## src/rtl/phase_accumulator_mc_if.sv

```systemverilog
// Control/status bundle for the multi-channel DDS phase accumulator.
// The master drives tuning/offset writes and the step controls; the slave returns per-channel addresses and flags.
interface phase_accumulator_mc_if #(
    parameter int NUM_CH     = 2,
    parameter int TW_WIDTH   = 16,
    parameter int ADDR_WIDTH = 8
) ();
    localparam int CH_W = (NUM_CH > 1) ? $clog2(NUM_CH) : 1;

    logic                         phase_ena;
    logic                         phase_clr;
    logic                         tw_wr;
    logic                         offs_wr;
    logic [CH_W-1:0]              ch_sel;
    logic [TW_WIDTH-1:0]          tw_data;
    logic [ADDR_WIDTH-1:0]        offs_data;
    logic                         update;
    logic [NUM_CH*ADDR_WIDTH-1:0] read_addr;
    logic [NUM_CH-1:0]            wrap;
    logic [NUM_CH-1:0]            pending;

    modport master (
        output phase_ena, phase_clr, tw_wr, offs_wr, ch_sel, tw_data, offs_data, update,
        input  read_addr, wrap, pending
    );

    modport slave (
        input  phase_ena, phase_clr, tw_wr, offs_wr, ch_sel, tw_data, offs_data, update,
        output read_addr, wrap, pending
    );
endinterface

```

## src/rtl/phase_accumulator_mc.sv

```systemverilog
// Multi-channel DDS phase accumulator with double-buffered tuning words and phase offsets.
// Optional truncation dither is enabled by defining PHASE_DITHER_EN; all state updates on the falling clock edge.
module phase_accumulator_mc #(
    parameter int NUM_CH     = 2,
    parameter int ACC_WIDTH  = 16,
    parameter int TW_WIDTH   = 16,
    parameter int ADDR_WIDTH = 8
) (
    input logic                    clk,
    input logic                    rst,
    phase_accumulator_mc_if.slave  bus
);
    localparam int CH_W = (NUM_CH > 1) ? $clog2(NUM_CH) : 1;

    logic [ACC_WIDTH-1:0]         acc_q      [NUM_CH];
    logic [ACC_WIDTH-1:0]         acc_d      [NUM_CH];
    logic [ACC_WIDTH:0]           sum_s      [NUM_CH];
    logic [TW_WIDTH-1:0]          tw_act_q   [NUM_CH];
    logic [TW_WIDTH-1:0]          tw_act_d   [NUM_CH];
    logic [TW_WIDTH-1:0]          tw_sh_q    [NUM_CH];
    logic [TW_WIDTH-1:0]          tw_sh_d    [NUM_CH];
    logic [ADDR_WIDTH-1:0]        offs_act_q [NUM_CH];
    logic [ADDR_WIDTH-1:0]        offs_act_d [NUM_CH];
    logic [ADDR_WIDTH-1:0]        offs_sh_q  [NUM_CH];
    logic [ADDR_WIDTH-1:0]        offs_sh_d  [NUM_CH];
    logic [NUM_CH-1:0]            wrap_q;
    logic [NUM_CH-1:0]            wrap_d;
    logic [NUM_CH-1:0]            pending_q;
    logic [NUM_CH-1:0]            pending_d;
    logic [NUM_CH-1:0]            sel_hit_s;
    logic [ACC_WIDTH-1:0]         dither_s;
    logic [NUM_CH*ADDR_WIDTH-1:0] read_addr_s;

    // One accumulator step with the carry kept as the extra MSB.
    function automatic logic [ACC_WIDTH:0] acc_step(
        input logic [ACC_WIDTH-1:0] acc,
        input logic [TW_WIDTH-1:0]  tw
    );
        return (ACC_WIDTH+1)'(acc) + (ACC_WIDTH+1)'(tw);
    endfunction

    // Address = top ADDR_WIDTH bits of (acc + dither), then offset added modulo 2^ADDR_WIDTH.
    function automatic logic [ADDR_WIDTH-1:0] addr_of(
        input logic [ACC_WIDTH-1:0]  acc,
        input logic [ACC_WIDTH-1:0]  dith,
        input logic [ADDR_WIDTH-1:0] offs
    );
        return ADDR_WIDTH'((acc + dith) >> (ACC_WIDTH - ADDR_WIDTH)) + offs;
    endfunction

`ifdef PHASE_DITHER_EN
    localparam int          DITH_W    = ((ACC_WIDTH - ADDR_WIDTH) > 16) ? 16 : (ACC_WIDTH - ADDR_WIDTH);
    localparam logic [15:0] DITH_MASK = 16'((32'd1 << DITH_W) - 32'd1);

    logic [15:0] lfsr_q;
    logic [15:0] lfsr_d;

    // Fibonacci LFSR, taps 16,14,13,11 (bits 15,13,12,10).
    function automatic logic [15:0] lfsr_next(input logic [15:0] l);
        return {l[14:0], l[15] ^ l[13] ^ l[12] ^ l[10]};
    endfunction

    // Dither source advances only on real accumulation steps.
    always_comb begin
        if (bus.phase_ena && !bus.phase_clr) begin
            lfsr_d = lfsr_next(lfsr_q);
        end else begin
            lfsr_d = lfsr_q;
        end
        dither_s = ACC_WIDTH'(lfsr_q & DITH_MASK);
    end

    // Dither LFSR register.
    always_ff @(negedge clk or negedge rst) begin
        if (!rst) begin
            lfsr_q <= 16'hACE1;
        end else begin
            lfsr_q <= lfsr_d;
        end
    end
`else
    assign dither_s = {ACC_WIDTH{1'b0}};
`endif

    // Channel decode for writes; out-of-range selects hit nothing.
    always_comb begin
        sel_hit_s = {NUM_CH{1'b0}};
        for (int i = 0; i < NUM_CH; i++) begin
            if (bus.ch_sel == CH_W'(i)) begin
                sel_hit_s[i] = 1'b1;
            end else begin
                sel_hit_s[i] = 1'b0;
            end
        end
    end

    // Next-state: accumulate from pre-commit tw, commit from pre-write shadow, then apply writes.
    always_comb begin
        for (int i = 0; i < NUM_CH; i++) begin
            sum_s[i]      = acc_step(acc_q[i], tw_act_q[i]);
            acc_d[i]      = acc_q[i];
            wrap_d[i]     = 1'b0;
            tw_act_d[i]   = tw_act_q[i];
            offs_act_d[i] = offs_act_q[i];
            tw_sh_d[i]    = tw_sh_q[i];
            offs_sh_d[i]  = offs_sh_q[i];
            pending_d[i]  = pending_q[i];

            if (bus.phase_clr) begin
                acc_d[i]  = {ACC_WIDTH{1'b0}};
                wrap_d[i] = 1'b0;
            end else if (bus.phase_ena) begin
                acc_d[i]  = sum_s[i][ACC_WIDTH-1:0];
                wrap_d[i] = sum_s[i][ACC_WIDTH];
            end else begin
                acc_d[i]  = acc_q[i];
                wrap_d[i] = 1'b0;
            end

            if (bus.update) begin
                pending_d[i] = 1'b0;
                if (pending_q[i]) begin
                    tw_act_d[i]   = tw_sh_q[i];
                    offs_act_d[i] = offs_sh_q[i];
                end else begin
                    tw_act_d[i]   = tw_act_q[i];
                    offs_act_d[i] = offs_act_q[i];
                end
            end else begin
                pending_d[i] = pending_q[i];
            end

            if (bus.tw_wr && sel_hit_s[i]) begin
                tw_sh_d[i]   = bus.tw_data;
                pending_d[i] = 1'b1;
            end else begin
                tw_sh_d[i] = tw_sh_q[i];
            end

            if (bus.offs_wr && sel_hit_s[i]) begin
                offs_sh_d[i] = bus.offs_data;
                pending_d[i] = 1'b1;
            end else begin
                offs_sh_d[i] = offs_sh_q[i];
            end
        end
    end

    // Per-channel state registers, falling-edge clocked.
    always_ff @(negedge clk or negedge rst) begin
        if (!rst) begin
            for (int i = 0; i < NUM_CH; i++) begin
                acc_q[i]      <= {ACC_WIDTH{1'b0}};
                tw_act_q[i]   <= {TW_WIDTH{1'b0}};
                tw_sh_q[i]    <= {TW_WIDTH{1'b0}};
                offs_act_q[i] <= {ADDR_WIDTH{1'b0}};
                offs_sh_q[i]  <= {ADDR_WIDTH{1'b0}};
            end
            wrap_q    <= {NUM_CH{1'b0}};
            pending_q <= {NUM_CH{1'b0}};
        end else begin
            for (int i = 0; i < NUM_CH; i++) begin
                acc_q[i]      <= acc_d[i];
                tw_act_q[i]   <= tw_act_d[i];
                tw_sh_q[i]    <= tw_sh_d[i];
                offs_act_q[i] <= offs_act_d[i];
                offs_sh_q[i]  <= offs_sh_d[i];
            end
            wrap_q    <= wrap_d;
            pending_q <= pending_d;
        end
    end

    // Waveform RAM addresses, combinational from registered state only.
    always_comb begin
        read_addr_s = {(NUM_CH*ADDR_WIDTH){1'b0}};
        for (int i = 0; i < NUM_CH; i++) begin
            read_addr_s[i*ADDR_WIDTH +: ADDR_WIDTH] = addr_of(acc_q[i], dither_s, offs_act_q[i]);
        end
    end

    assign bus.read_addr = read_addr_s;
    assign bus.wrap      = wrap_q;
    assign bus.pending   = pending_q;
endmodule

```

## src/flat_wrapper.sv

```systemverilog
// flat-port wrapper written by rule: the top's interface ports become plain ports
module phase_accumulator_mc_flat 
#(
    parameter int NUM_CH     = 2,
    parameter int ACC_WIDTH  = 16,
    parameter int TW_WIDTH   = 16,
    parameter int ADDR_WIDTH = 8
)
  (clk, rst, bus_phase_ena, bus_phase_clr, bus_tw_wr, bus_offs_wr, bus_ch_sel, bus_tw_data, bus_offs_data, bus_update, bus_read_addr, bus_wrap, bus_pending);
  phase_accumulator_mc_if #(.NUM_CH(NUM_CH), .TW_WIDTH(TW_WIDTH), .ADDR_WIDTH(ADDR_WIDTH)) bus_i ();
  input logic clk;
  input logic rst;
  input wire logic [$bits(bus_i.phase_ena)-1:0] bus_phase_ena;
  input wire logic [$bits(bus_i.phase_clr)-1:0] bus_phase_clr;
  input wire logic [$bits(bus_i.tw_wr)-1:0] bus_tw_wr;
  input wire logic [$bits(bus_i.offs_wr)-1:0] bus_offs_wr;
  input wire logic [$bits(bus_i.ch_sel)-1:0] bus_ch_sel;
  input wire logic [$bits(bus_i.tw_data)-1:0] bus_tw_data;
  input wire logic [$bits(bus_i.offs_data)-1:0] bus_offs_data;
  input wire logic [$bits(bus_i.update)-1:0] bus_update;
  output wire logic [$bits(bus_i.read_addr)-1:0] bus_read_addr;
  output wire logic [$bits(bus_i.wrap)-1:0] bus_wrap;
  output wire logic [$bits(bus_i.pending)-1:0] bus_pending;
  assign bus_i.phase_ena = bus_phase_ena;
  assign bus_i.phase_clr = bus_phase_clr;
  assign bus_i.tw_wr = bus_tw_wr;
  assign bus_i.offs_wr = bus_offs_wr;
  assign bus_i.ch_sel = bus_ch_sel;
  assign bus_i.tw_data = bus_tw_data;
  assign bus_i.offs_data = bus_offs_data;
  assign bus_i.update = bus_update;
  assign bus_read_addr = bus_i.read_addr;
  assign bus_wrap = bus_i.wrap;
  assign bus_pending = bus_i.pending;
  phase_accumulator_mc #(.NUM_CH(NUM_CH), .ACC_WIDTH(ACC_WIDTH), .TW_WIDTH(TW_WIDTH), .ADDR_WIDTH(ADDR_WIDTH)) u_core (.clk(clk), .rst(rst), .bus(bus_i));
endmodule
```

## config.mk

```make
export PLATFORM = sky130hd
export DESIGN_NAME = phase_accumulator_mc_flat
export DESIGN_NICKNAME = d
export VERILOG_FILES = /design/src/rtl/phase_accumulator_mc_if.sv /design/src/rtl/phase_accumulator_mc.sv /design/src/flat_wrapper.sv
export SDC_FILE = /design/constraint.sdc
export NUM_CORES = 1
export LEC_CHECK = 0
export ABC_AREA = 1
export BUFFER_PORTS_ARGS = -buffer_cell sky130_fd_sc_hd__buf_2
export CORE_MARGIN = 2
export CORE_UTILIZATION = 40
export CTS_CLUSTER_SIZE = 25
export DETAILED_ROUTE_END_ITERATION = 10
export GPL_TIMING_DRIVEN = 0
export PLACE_DENSITY = 0.68
export SYNTH_ARGS = -nofsm -noshare
export SYNTH_HDL_FRONTEND = slang
export SYNTH_SLANG_ARGS = --single-unit
```

## constraint.sdc

```tcl
create_clock -name clk -period 4.9 [get_ports clk]
set_input_delay 0.735 -clock clk [delete_from_list [all_inputs] [get_ports clk]]
set_output_delay 0.735 -clock clk [all_outputs]
set_load 0.01 [all_outputs]
```

==> results_tabular.tex, run 1 <==
\begin{tabular}{lr}
\hline
Metric & Value \\
\hline
\multicolumn{2}{l}{\textbf{Final layout}} \\
\quad Layout area overhead & 20.7\% \\
\quad Fraction of layout cells with a size suffix above 1 & 19.8\% \\
\quad Total area of multi-input combinational cells & about 3600 sq um \\
\quad Sequential cell area in the final layout & 3300 sq um \\
\quad Most common library cell in the layout ignoring fill and taps & sky130\_fd\_sc\_hd\_\_nand2\_1 \\
\quad Number of non-filler instances in the completed layout & 1214 \\
\quad Antenna diode instance count & 0 \\
\quad Final Net Count & 1056 \\
\quad Commonest cells after routing, fill and taps aside & 284 x sky130\_fd\_sc\_hd\_\_nand2\_1, 132 x sky130\_fd\_sc\_hd\_\_dfrtn\_1, 125 x sky130\_fd\_sc\_hd\_\_inv\_1 \\
\quad Count of filler cells inserted in the layout & 1711 \\
\multicolumn{2}{l}{\textbf{Detailed routing}} \\
\quad WL/cell & 14.0 microns \\
\quad Detailed router's first-iteration violation count & 341 \\
\quad Via count normalized by instance count & 4.89 \\
\quad DRC violations left & 0 \\
\quad Number of antenna-violating nets in the routed design & 0 \\
\quad Detailed Route WL & 16.9 mm \\
\quad DR vias & 5935 \\
\quad Number of optimization iterations in the first detailed-route pass & 4 \\
\multicolumn{2}{l}{\textbf{Clock tree}} \\
\quad Source-to-sink clock delay at the later pin of the worst-skew pair & 0.39 ns \\
\quad Count of clock tree sinks & 132 \\
\quad Root buffer cell & sky130\_fd\_sc\_hd\_\_clkbuf\_16 \\
\quad Post-CTS clock slew at the launch and capture registers of the worst setup and hold paths & 0.04 ns \\
\quad Clock tree buffer depth & 2 \\
\quad Cts-stage hold buffer count & 0 \\
\quad CTS tree & built \\
\quad Inserted Clock Buffers & 17 \\
\quad Number of levels the H-tree was split into & 4 \\
\multicolumn{2}{l}{\textbf{Placed design}} \\
\quad Buffers added on ports & 51 \\
\quad Placer's final routability congestion estimate & 0.868 \\
\quad Cell Count Post-Placement & 1165 \\
\quad Sum of net half-perimeters after detailed placement & 12.4 mm \\
\multicolumn{2}{l}{\textbf{Timing}} \\
\quad Worst max-slew margin expressed relative to the limit & 66.0\% \\
\quad Hold violation count in the final report & 0 \\
\quad Slew of the pin with the lowest slew margin & $\sim$0.51 ns \\
\quad Total count of max-transition violations in the final report & 0 \\
\quad Max Clock Skew & 0.00536 ns \\
\quad Final WS setup & -0.361 ns \\
\quad Setup repair after global routing missed its margin & true \\
\quad Worst hold slack & 0.433 ns \\
\quad Final setup violation count & 13 \\
\multicolumn{2}{l}{\textbf{Synthesis}} \\
\quad Cell area after synthesis & 7330 sq um \\
\quad Number of synthesized flops with an enable pin & 0 \\
\quad Synthesis Warnings & 0 \\
\quad Post-synthesis average cell area & about 8.3 sq um \\
\quad Distinct cell type count of the synthesized netlist & 30 \\
\quad Yosys reg bits & roughly 130 \\
\quad Largest cells by area after synthesis & sky130\_fd\_sc\_hd\_\_dfrtn\_1 45\%, sky130\_fd\_sc\_hd\_\_nand2\_1 15\%, sky130\_fd\_sc\_hd\_\_ha\_1 7.9\% \\
\quad Share of the synthesized area in the top cell type & 45.1\% \\
\quad Cell count after synthesis & 884 \\
\quad Synth area leader & sky130\_fd\_sc\_hd\_\_dfrtn\_1 \\
\quad Synthesized Nets & 966 \\
\quad Sequential element share of the synthesized area & 45.1\% \\
\quad Fraction of registers with async set or reset after synthesis & 100\% \\
\quad Primary FF master, synth & sky130\_fd\_sc\_hd\_\_dfrtn\_1 \\
\multicolumn{2}{l}{\textbf{Die}} \\
\quad Initial cell density of the core & around 41\% \\
\quad DIE HEIGHT & $\sim$140 microns \\
\quad Total core area & 18000 sq um \\
\quad Area of the die & 19400 sq um \\
\quad Number of I/O pins & 52 \\
\quad Number of standard-cell rows in the floorplan & about 50 \\
\quad Die X & 139 microns \\
\multicolumn{2}{l}{\textbf{Global route}} \\
\quad Largest net degree at the start of global routing & 94 \\
\quad Gr ovfl total & 0 \\
\quad Global Route Usage Sum & 17.9\% \\
\quad Antenna violations before repair & 0 \\
\quad Via count of the first global-routing pass & 5581 \\
\quad Global-route wire length before repair & 27.5 mm \\
\multicolumn{2}{l}{\textbf{Worst setup path}} \\
\quad Data required, critical path & 4.16 ns \\
\quad Startpoint class of the critical path & flip-flop \\
\quad Largest fanout on the critical path & 2 \\
\quad Start-to-end type of the worst setup path & flip-flop to output port \\
\quad Crit end category & output port \\
\quad Data arrival time of the critical path & 4.53 ns \\
\multicolumn{2}{l}{\textbf{Power}} \\
\quad Peak supply drop & 350 uV \\
\quad Leakage component of the power & 4.80 nW \\
\quad Cell area power density & $\sim$470 nW/um\^{}2 \\
\multicolumn{2}{l}{\textbf{Run status}} \\
\quad Failing checks & negative setup slack \\
\quad Run status & complete, but fails checks \\
\multicolumn{2}{l}{\textbf{Min path}} \\
\quad Class of the most critical hold timing path & flip-flop to flip-flop \\
\multicolumn{2}{l}{\textbf{Job}} \\
\quad Max-cap violations & 0 \\
\hline
\end{tabular}
==> sequential cells by signal (all words and copies together), names as in the netlist <==
signal	count
u_core.acc_q	32
u_core.tw_act_q	32
u_core.tw_sh_q	32
u_core.offs_act_q	16
u_core.offs_sh_q	16
u_core.bus.pending	2
u_core.bus.wrap	2
==> path summary, 6_finish.rpt <==
kind                            slack [ns]          startpoint  cells after the start                   end
max in group asynchronous             1.52                 rst                      2  u_core.offs_act_q[9]
min in group asynchronous             2.58                 rst                      1    u_core.tw_act_q[5]
worst max-delay path                 -0.36    u_core.acc_q[24]                     11      bus_read_addr[6]
worst max register to register        2.89    u_core.acc_q[16]                     11      u_core.acc_q[28]
worst min-delay path                  0.43  u_core.tw_sh_q[10]                      2    u_core.tw_sh_q[10]
worst min register to register        0.43  u_core.tw_sh_q[10]                      2    u_core.tw_sh_q[10]
==> per-layer routing <==
metal | GRT usage (%) | vias up | wire, microns
li1 | - | 2991 | -
met1 | 26.6 | 2799 | 8730
met2 | 26.4 | 128 | 7290
met3 | 3.44 | 17 | 742
met4 | 5.37 | 0 | 185
met5 | 0 | - | 0
==> layout make-up <==
class	count	share of cell area, %
clock inverter	5	0.849
tap	229	3.24
inverter	130	5.52
clock buffer	25	5.49
multi-input combinational	604	41.1
buffer	18	1.29
timing repair buffer	71	5.15
sequential	132	37.3
==> timing repair <==
| item | 4_1_cts | 5_1_grt |
|---|---|---|
| gates cloned | 0 | 0 |
| gates resized for setup | 33 | 10 |
| pin swaps | 15 | 4 |
| buffers inserted | 16 | 3 |
| setup endpoints to repair | 14 | 13 |
==> Yosys cell counts (3+ instances only) <==
| cell | count |
|---|---|
| sky130_fd_sc_hd__nand2_1 | 286 |
| sky130_fd_sc_hd__buf_2 | 7 |
| sky130_fd_sc_hd__inv_1 | 129 |
| sky130_fd_sc_hd__xor2_1 | 10 |
| sky130_fd_sc_hd__fa_1 | 4 |
| sky130_fd_sc_hd__a21oi_1 | 39 |
| sky130_fd_sc_hd__nor3_1 | 6 |
| sky130_fd_sc_hd__dfrtn_1 | 132 |
| sky130_fd_sc_hd__nand3_1 | 44 |
| sky130_fd_sc_hd__ha_1 | 46 |
| sky130_fd_sc_hd__nand2_2 | 5 |
| sky130_fd_sc_hd__clkbuf_1 | 6 |
| sky130_fd_sc_hd__buf_6 | 5 |
| sky130_fd_sc_hd__nand3b_1 | 4 |
| sky130_fd_sc_hd__nand3_2 | 3 |
| sky130_fd_sc_hd__nand4_1 | 4 |
| sky130_fd_sc_hd__nor2_1 | 31 |
| sky130_fd_sc_hd__mux2_2 | 44 |
| sky130_fd_sc_hd__xnor2_1 | 4 |
| sky130_fd_sc_hd__o21ai_0 | 62 |
==> cells by family (layout without fill, tap and decap cells) <==
logic type	after synthesis	in the layout	share of synthesized area, %
adder cells (fa/ha/maj)	50	50	8.95
AO/OA/AOI/OAI	110	110	7.80
buffers and inverters	148	249	8.21
multiplexers	44	44	6.76
XOR/XNOR	14	14	1.67
AND/OR/NAND/NOR	386	386	21.5
flip-flops	132	132	45.1
==> report_power, final <==
part           switching (mW)  total, mW  internal (mW)
registers               0.161       1.48           1.32
clock network           0.448       1.23          0.781
logic                   0.810       1.44          0.634
total                    1.42       4.15           2.73
==> critical path, stage by stage (launching register included) <==
cell                      delay (ns)
sky130_fd_sc_hd__dfrtn_1        0.48
sky130_fd_sc_hd__ha_2           0.21
sky130_fd_sc_hd__inv_2          0.05
sky130_fd_sc_hd__fa_2           0.36
sky130_fd_sc_hd__o21ai_2        0.14
sky130_fd_sc_hd__nand2_1        0.06
sky130_fd_sc_hd__nand2_1        0.07
sky130_fd_sc_hd__a21oi_2        0.06
sky130_fd_sc_hd__inv_1          0.05
sky130_fd_sc_hd__nand2_1        0.04
sky130_fd_sc_hd__nand2_1        0.04
sky130_fd_sc_hd__buf_2          0.12
==> stage by stage <==
step	utilization (%)	setup TNS [ns]	cell area [sq um]	total power [mW]	setup slack (ns)
3_5_place_dp	44.0	-0.381	7900	2.75	-0.205
4_1_cts	48.8	-2.39	8760	4.12	-0.368
5_1_grt	49.2	-3.10	8840	4.43	-0.468
2_1_floorplan	-	0	7330	2.37	0.103
3_3_place_gp	43.8	-133.20	7870	2.72	-1.02
6_report	49.2	-2.10	8840	4.15	-0.361
No activity file was read; power rests on OpenSTA's default activity.
==> run 2, diff against run 1 <==
--- a/config.mk
+++ b/config.mk
@@ -13,6 +13,7 @@
 export DETAILED_ROUTE_END_ITERATION = 10
 export GPL_TIMING_DRIVEN = 0
 export PLACE_DENSITY = 0.68
+export SKIP_LAST_GASP = 1
 export SYNTH_ARGS = -nofsm -noshare
 export SYNTH_HDL_FRONTEND = slang
 export SYNTH_SLANG_ARGS = --single-unit
==> run 2 against run 1 <==
The run still ends with negative setup slack left. Worst hold slack lost 0.0011 ns. Combinational power is essentially flat. Register-to-register slack is essentially flat. Flip-flop and latch count is the same. Critical path depth is the same. Sequential share of layout area is essentially flat. Utilization is essentially flat. Via count is the same.
==> results_tabular.tex, run 2 (synthesized netlist as in run 1, its figures left out) <==
\begin{tabular}{lr}
\hline
Metric & Value \\
\hline
\multicolumn{2}{l}{\textbf{Timing}} \\
\quad Hold violation count in the final report & 0 \\
\quad Setup repair after global routing missed its margin & true \\
\quad Total count of max-transition violations in the final report & 0 \\
\quad Max Clock Skew & about 0.0053 ns \\
\quad Worst max-slew margin expressed relative to the limit & 66.1\% \\
\quad Worst hold slack & 0.432 ns \\
\quad Final setup violation count & 13 \\
\quad Final WS setup & -0.374 ns \\
\quad Fin Setup TNS & -2.11 ns \\
\quad Slew of the pin with the lowest slew margin & 0.509 ns \\
\multicolumn{2}{l}{\textbf{Worst setup path}} \\
\quad Cell depth of the worst flop-to-flop path & 11 \\
\quad Crit end category & output port \\
\quad Startpoint class of the critical path & flip-flop \\
\quad CP dominant cell by count & sky130\_fd\_sc\_hd\_\_nand2\_1 \\
\quad Reg-to-Reg Start & u\_core.acc\_q[16] \\
\quad Data required, critical path & $\sim$4.2 ns \\
\quad Cell with the biggest individual delay on the critical path & sky130\_fd\_sc\_hd\_\_dfrtn\_1 \\
\quad Kind of cell adding the most delay to the critical path & adder cells \\
\quad Data arrival time of the critical path & 4.54 ns \\
\quad Reg-to-Reg End & u\_core.acc\_q[28] \\
\quad Start-to-end type of the worst setup path & flip-flop to output port \\
\quad Critical Path, Cell by Cell & ha\_2 -> inv\_2 -> fa\_2 -> o21ai\_2 -> nand2\_1 -> nand2\_1 -> a21oi\_2 -> inv\_1 -> nand2\_1 -> nand2\_1 -> buf\_2 \\
\quad Largest fanout on the critical path & 2 \\
\quad Setup slack on the worst flop-to-flop path & 2.88 ns \\
\quad Critical path buffers and inverters & 3 \\
\quad Maximum single-stage delay on the critical path & 0.49 ns \\
\multicolumn{2}{l}{\textbf{Power}} \\
\quad Share of total power in sequential cells & a little over a third \\
\quad Tot Pwr & 4.15 mW \\
\quad Power Internal & 2.73 mW \\
\quad Power dissipated by switching net loads & $\sim$1.4 mW \\
\quad Clock Power Share & 29.6\% \\
\quad Peak supply drop & 349 uV \\
\quad Part of the total power dissipated in combinational logic & between 30\% and 40\% \\
\quad Leakage component of the power & approximately 4.8 nW \\
\quad Share of total power consumed by net switching & between 30\% and 40\% \\
\quad Cell area power density & roughly 470 nW/um\^{}2 \\
\multicolumn{2}{l}{\textbf{Die}} \\
\quad Number of standard-cell rows in the floorplan & about 50 \\
\quad Total core area & 18000 sq um \\
\quad Die X & 139 microns \\
\quad Initial cell density of the core & 40.8\% \\
\quad Area of the die & 19400 sq um \\
\quad DIE HEIGHT & 139 microns \\
\quad Number of I/O pins & 52 \\
\multicolumn{2}{l}{\textbf{Job}} \\
\quad Max-cap violations & 0 \\
\multicolumn{2}{l}{\textbf{Detailed routing}} \\
\quad WL/cell & roughly 14 microns \\
\quad Detailed Route WL & 16.9 mm \\
\quad Detailed router's first-iteration violation count & 344 \\
\quad Number of antenna-violating nets in the routed design & 0 \\
\quad Number of optimization iterations in the first detailed-route pass & 4 \\
\quad DR vias & 5935 \\
\quad DRC violations left & 0 \\
\quad Via count normalized by instance count & 4.89 \\
\multicolumn{2}{l}{\textbf{Final layout}} \\
\quad Count of filler cells inserted in the layout & 1710 \\
\quad Biggest registers after layout & u\_core.acc\_q (32), u\_core.tw\_act\_q (32), u\_core.tw\_sh\_q (32) \\
\quad Most common library cell in the layout ignoring fill and taps & sky130\_fd\_sc\_hd\_\_nand2\_1 \\
\quad Layout area overhead & 20.7\% \\
\quad Sequential cell area in the final layout & approximately 3300 sq um \\
\quad Antenna diode instance count & 0 \\
\quad Fraction of layout cells with a size suffix above 1 & 19.7\% \\
\quad Final core occ & 49.2\% \\
\quad Total area of multi-input combinational cells & between 3000 and 4000 sq um \\
\quad Final Net Count & $\sim$1100 \\
\quad Commonest cells after routing, fill and taps aside & 284 x sky130\_fd\_sc\_hd\_\_nand2\_1, 132 x sky130\_fd\_sc\_hd\_\_dfrtn\_1, 125 x sky130\_fd\_sc\_hd\_\_inv\_1 \\
\multicolumn{2}{l}{\textbf{Clock tree}} \\
\quad Clock tree buffer depth & 2 \\
\quad Post-CTS clock slew at the launch and capture registers of the worst setup and hold paths & 0.04 ns \\
\quad Number of levels the H-tree was split into & 4 \\
\quad Count of clock tree sinks & 132 \\
\quad Root buffer cell & sky130\_fd\_sc\_hd\_\_clkbuf\_16 \\
\quad Inserted Clock Buffers & 17 \\
\quad Source-to-sink clock delay at the later pin of the worst-skew pair & a little under 0.4 ns \\
\quad CTS tree & built \\
\multicolumn{2}{l}{\textbf{Min path}} \\
\quad Min-Delay Path Depth & 2 \\
\quad End of the worst hold path & u\_core.offs\_sh\_q[6] \\
\quad Hold path start & u\_core.offs\_sh\_q[6] \\
\quad Class of the most critical hold timing path & flip-flop to flip-flop \\
\multicolumn{2}{l}{\textbf{Placed design}} \\
\quad Sum of net half-perimeters after detailed placement & 12.4 mm \\
\quad Buffers added on ports & between 50 and 60 \\
\quad Placer's final routability congestion estimate & roughly 0.87 \\
\multicolumn{2}{l}{\textbf{Global route}} \\
\quad Antenna violations before repair & 0 \\
\quad Global-route wire length before repair & 27.5 mm \\
\quad Via count of the first global-routing pass & 5565 \\
\quad Gr ovfl total & 0 \\
\quad Largest net degree at the start of global routing & 94 \\
\quad Global Route Usage Sum & about 18\% \\
\multicolumn{2}{l}{\textbf{Run status}} \\
\quad Failing checks & negative setup slack \\
\quad Run status & complete, but fails checks \\
\hline
\end{tabular}
## run 2: cell types whose count changed in the layout (fill, tap and decap cells not counted)
cell,change
sky130_fd_sc_hd__a21oi_1,+1
sky130_fd_sc_hd__a21oi_2,-1
## run 2: cell type report
type	count	share of cell area, %
Inverter	130	5.52
Clock buffer	25	5.49
Timing Repair Buffer	71	5.15
Sequential cell	132	37.4
Clock inverter	5	0.849
Buffer	18	1.29
Multi-Input combinational cell	604	41.1
Tap cell	229	3.24
## run 2: what timing repair did
| action | in CTS | in global routing |
|---|---|---|
| hold buffers | 0 | 0 |
| setup buffers | 16 | 3 |
| setup endpoints to repair | 14 | 13 |
| resized for setup | 32 | 10 |
| pin swaps | 14 | 5 |
## run 2: worst min-delay path: cells and delay by family (launching register included)
family | cells | cell delay (ns)
flip-flops | 1 | 0.40
AO/OA/AOI/OAI | 1 | 0.06
AND/OR/NAND/NOR | 1 | 0.05
## run 2: power by group through the flow
stage | Sequential (mW) | Combinational [mW] | Clock, mW
5_1_grt | 1.51 | 1.62 | 1.29
3_3_place_gp | 1.48 | 1.24 | 0
3_5_place_dp | 1.49 | 1.26 | 0
2_1_floorplan | 1.43 | 0.948 | 0
6_report | 1.48 | 1.44 | 1.23
4_1_cts | 1.48 | 1.39 | 1.25
## run 2: routing by layer
metal / up-vias / wire (microns) / GRT usage (%) / part of all wire, %
li1: 2989 / - / - / -
met1: 2804 / 8710 / 26.6 / 51
met2: 125 / 7320 / 26.3 / 43
met3: 17 / 701 / 3.44 / 4.1
met4: 0 / 185 / 5.37 / 1.1
met5: - / 0 / 0 / 0
## run 2: worst max-delay path by stage
stage	start	end	slack [ns]	depth (start not counted)
after floorplan	u_core.acc_q[8]	bus_read_addr[14]	0.10	10
after global placement	rst	u_core.offs_act_q[14]	-1.02	1
after detailed placement	u_core.acc_q[8]	bus_read_addr[14]	-0.21	11
after CTS	u_core.acc_q[24]	bus_read_addr[6]	-0.37	11
after global routing	u_core.acc_q[24]	bus_read_addr[6]	-0.47	11
final	u_core.acc_q[24]	bus_read_addr[6]	-0.37	11
## run 2: metrics by stage
| stage | std cells | cell area (sq um) | setup WS [ns] |
|---|---|---|---|
| after floorplan | 884 | 7330 | 0.103 |
| after global placement | 1164 | 7870 | -1.02 |
| after detailed placement | 1165 | 7900 | -0.205 |
| after CTS | 1211 | 8760 | -0.368 |
| after global routing | 1214 | 8840 | -0.468 |
| final | 1214 | 8840 | -0.374 |
==> run 3, diff against run 2 <==
--- a/config.mk
+++ b/config.mk
@@ -6,13 +6,14 @@
 export NUM_CORES = 1
 export LEC_CHECK = 0
 export ABC_AREA = 1
-export BUFFER_PORTS_ARGS = -buffer_cell sky130_fd_sc_hd__buf_2
+export BUFFER_PORTS_ARGS = -buffer_cell sky130_fd_sc_hd__clkbuf_2
 export CORE_MARGIN = 2
-export CORE_UTILIZATION = 40
+export CORE_UTILIZATION = 30
 export CTS_CLUSTER_SIZE = 25
 export DETAILED_ROUTE_END_ITERATION = 10
 export GPL_TIMING_DRIVEN = 0
-export PLACE_DENSITY = 0.68
+export MAX_ROUTING_LAYER = met4
+export PLACE_DENSITY = 0.56
 export SKIP_LAST_GASP = 1
 export SYNTH_ARGS = -nofsm -noshare
 export SYNTH_HDL_FRONTEND = slang
==> run 3 against run 2 <==
The flow still finishes with violations (negative setup slack). Non-clock buffer count decreased by 4. Register-to-register slack got worse by 0.02 ns. First-iteration DRC count decreased by 15%. Die area increased by 32%. Largest power group is now clock.
==> results_tabular.tex, run 3 (synthesized netlist as in run 1, its figures left out) <==
\begin{tabular}{lr}
\hline
Metric & Value \\
\hline
\multicolumn{2}{l}{\textbf{Detailed routing}} \\
\quad DR vias & between 5000 and 6000 \\
\quad Number of optimization iterations in the first detailed-route pass & 4 \\
\quad Via count normalized by instance count & roughly 4.5 \\
\quad Detailed router's first-iteration violation count & 294 \\
\quad DRC violations left & 0 \\
\quad Detailed Route WL & 17.8 mm \\
\quad WL/cell & 13.6 microns \\
\quad Number of antenna-violating nets in the routed design & 0 \\
\multicolumn{2}{l}{\textbf{Clock tree}} \\
\quad Number of levels the H-tree was split into & 4 \\
\quad Post-CTS clock slew at the launch and capture registers of the worst setup and hold paths & 0.04 ns \\
\quad Inserted Clock Buffers & 17 \\
\quad Count of clock tree sinks & 132 \\
\quad Clock tree buffer depth & 2 \\
\quad CTS tree & built \\
\quad Root buffer cell & sky130\_fd\_sc\_hd\_\_clkbuf\_16 \\
\quad Source-to-sink clock delay at the later pin of the worst-skew pair & 0.40 ns \\
\multicolumn{2}{l}{\textbf{Job}} \\
\quad Max-cap violations & 0 \\
\multicolumn{2}{l}{\textbf{Min path}} \\
\quad Class of the most critical hold timing path & flip-flop to flip-flop \\
\multicolumn{2}{l}{\textbf{Worst setup path}} \\
\quad Data required, critical path & 4.16 ns \\
\quad Largest fanout on the critical path & 2 \\
\quad Data arrival time of the critical path & 4.58 ns \\
\quad Startpoint class of the critical path & flip-flop \\
\quad Start-to-end type of the worst setup path & flip-flop to output port \\
\quad Crit end category & output port \\
\multicolumn{2}{l}{\textbf{Placed design}} \\
\quad Sum of net half-perimeters after detailed placement & 13.2 mm \\
\quad Placer's final routability congestion estimate & roughly 0.8 \\
\quad Placed inst area & approximately 8000 sq um \\
\quad Buffers added on ports & 51 \\
\multicolumn{2}{l}{\textbf{Timing}} \\
\quad Slew of the pin with the lowest slew margin & 0.562 ns \\
\quad Max Clock Skew & approximately 0.0045 ns \\
\quad Hold violation count in the final report & 0 \\
\quad Total count of max-transition violations in the final report & 0 \\
\quad Worst max-slew margin expressed relative to the limit & between 60\% and 70\% \\
\quad Final setup violation count & 13 \\
\quad Worst hold slack & 0.427 ns \\
\quad Setup repair after global routing missed its margin & true \\
\quad Final WS setup & -0.410 ns \\
\multicolumn{2}{l}{\textbf{Final layout}} \\
\quad Final core occ & 37.4\% \\
\quad Most common library cell in the layout ignoring fill and taps & sky130\_fd\_sc\_hd\_\_nand2\_1 \\
\quad Antenna diode instance count & 0 \\
\quad Layout area overhead & 23.4\% \\
\quad Fraction of layout cells with a size suffix above 1 & around a fifth \\
\quad Commonest cells after routing, fill and taps aside & 284 x sky130\_fd\_sc\_hd\_\_nand2\_1, 132 x sky130\_fd\_sc\_hd\_\_dfrtn\_1, 127 x sky130\_fd\_sc\_hd\_\_inv\_1 \\
\quad Count of filler cells inserted in the layout & between 2000 and 2500 \\
\quad Final Net Count & 1052 \\
\quad Final non-filler cell area & 9040 sq um \\
\quad Biggest registers after layout & u\_core.acc\_q (32), u\_core.tw\_act\_q (32), u\_core.tw\_sh\_q (32) \\
\multicolumn{2}{l}{\textbf{Die}} \\
\quad Number of I/O pins & 52 \\
\quad Number of standard-cell rows in the floorplan & 57 \\
\quad Initial cell density of the core & 30.3\% \\
\quad Die X & 160 microns \\
\quad Area of the die & 25700 sq um \\
\quad DIE HEIGHT & 160 microns \\
\quad Total core area & 24200 sq um \\
\multicolumn{2}{l}{\textbf{Run status}} \\
\quad Failing checks & negative setup slack \\
\quad Run status & complete, but fails checks \\
\multicolumn{2}{l}{\textbf{Global route}} \\
\quad Gr ovfl total & 0 \\
\quad Global-route wire length before repair & a little under 30 mm \\
\quad Largest net degree at the start of global routing & 108 \\
\quad Global Route Usage Sum & approximately 15\% \\
\quad Via count of the first global-routing pass & 5593 \\
\quad Antenna violations before repair & 0 \\
\multicolumn{2}{l}{\textbf{Power}} \\
\quad Cell area power density & 486 nW/um\^{}2 \\
\quad Tot Pwr & between 4 and 5 mW \\
\quad Leakage component of the power & 4.83 nW \\
\quad Peak supply drop & 213 uV \\
\hline
\end{tabular}
run 3: changes by cell type in the layout (fill, tap and decap cells not counted), sizes merged:
cell,delta
inv,+1
bufinv,+5
clkbuf,+36
clkinvlp,+2
buf,-46
run 3: worst paths after layout:
| check | start | endpoint | slack [ns] | depth (start not counted) |
|---|---|---|---|---|
| min in group asynchronous | rst | u_core.tw_act_q[6] | 2.55 | 1 |
| worst min-delay path | u_core.tw_sh_q[0] | u_core.tw_sh_q[0] | 0.43 | 2 |
| worst max-delay path | u_core.acc_q[24] | bus_read_addr[6] | -0.41 | 11 |
| worst max register to register | u_core.acc_q[16] | u_core.acc_q[28] | 2.86 | 11 |
| worst min register to register | u_core.tw_sh_q[0] | u_core.tw_sh_q[0] | 0.43 | 2 |
| max in group asynchronous | rst | u_core.offs_act_q[0] | 1.51 | 2 |
run 3: critical path: stages, from the launching register on:
cell and delay (ns):
sky130_fd_sc_hd__dfrtn_1 0.48, sky130_fd_sc_hd__ha_2 0.23, sky130_fd_sc_hd__inv_2 0.05, sky130_fd_sc_hd__fa_2 0.36, sky130_fd_sc_hd__o21ai_4 0.15, sky130_fd_sc_hd__nand2_1 0.06
sky130_fd_sc_hd__nand2_1 0.07, sky130_fd_sc_hd__a21oi_2 0.06, sky130_fd_sc_hd__inv_1 0.05, sky130_fd_sc_hd__nand2_1 0.04, sky130_fd_sc_hd__nand2_1 0.04, sky130_fd_sc_hd__clkbuf_2 0.12
run 3: layout make-up:
cell class,count,area [sq um],share of cell area (%)
multi-input cells,604,3620,40.1
plain buffers,18,114,1.26
clock inverters,13,253,2.79
flip-flops and latches,132,3300,36.5
well taps,324,405,4.48
repair buffers,67,415,4.59
clock buffers,19,443,4.90
inverters,130,488,5.40
run 3: per-stage QoR:
step	TNS, ns	cells	worst slack, ns
2_1_floorplan	0	884	0.103
3_3_place_gp	-193.01	1259	-1.48
3_5_place_dp	-0.434	1260	-0.193
4_1_cts	-2.48	1301	-0.432
5_1_grt	-3.31	1307	-0.522
6_report	-2.35	1307	-0.410
run 3: routing by layer:
layer,share of wire [%],vias to the layer above,wire length (microns),global-route usage (%)
li1,-,2999,-,-
met1,53,2706,9470,21.9
met2,42,101,7440,20.7
met3,3.6,20,639,2.49
met4,1.3,0,230,4.34
met5,0,-,0,-
run 3: power breakdown:
| part | switching [mW] | total [mW] | internal, mW |
|---|---|---|---|
| sequential | 0.162 | 1.48 | 1.32 |
| clock | 0.489 | 1.51 | 1.02 |
| combinational | 0.802 | 1.41 | 0.605 |
| total | 1.45 | 4.40 | 2.94 |
run 3: what timing repair did:
action / 4_1_cts / 5_1_grt
gates resized for setup: 27 / 20
cloned: 0 / 0
buffers inserted: 9 / 7
endpoints found under the setup margin: 14 / 14
pin swaps: 9 / 9
hold buffers: 0 / 0
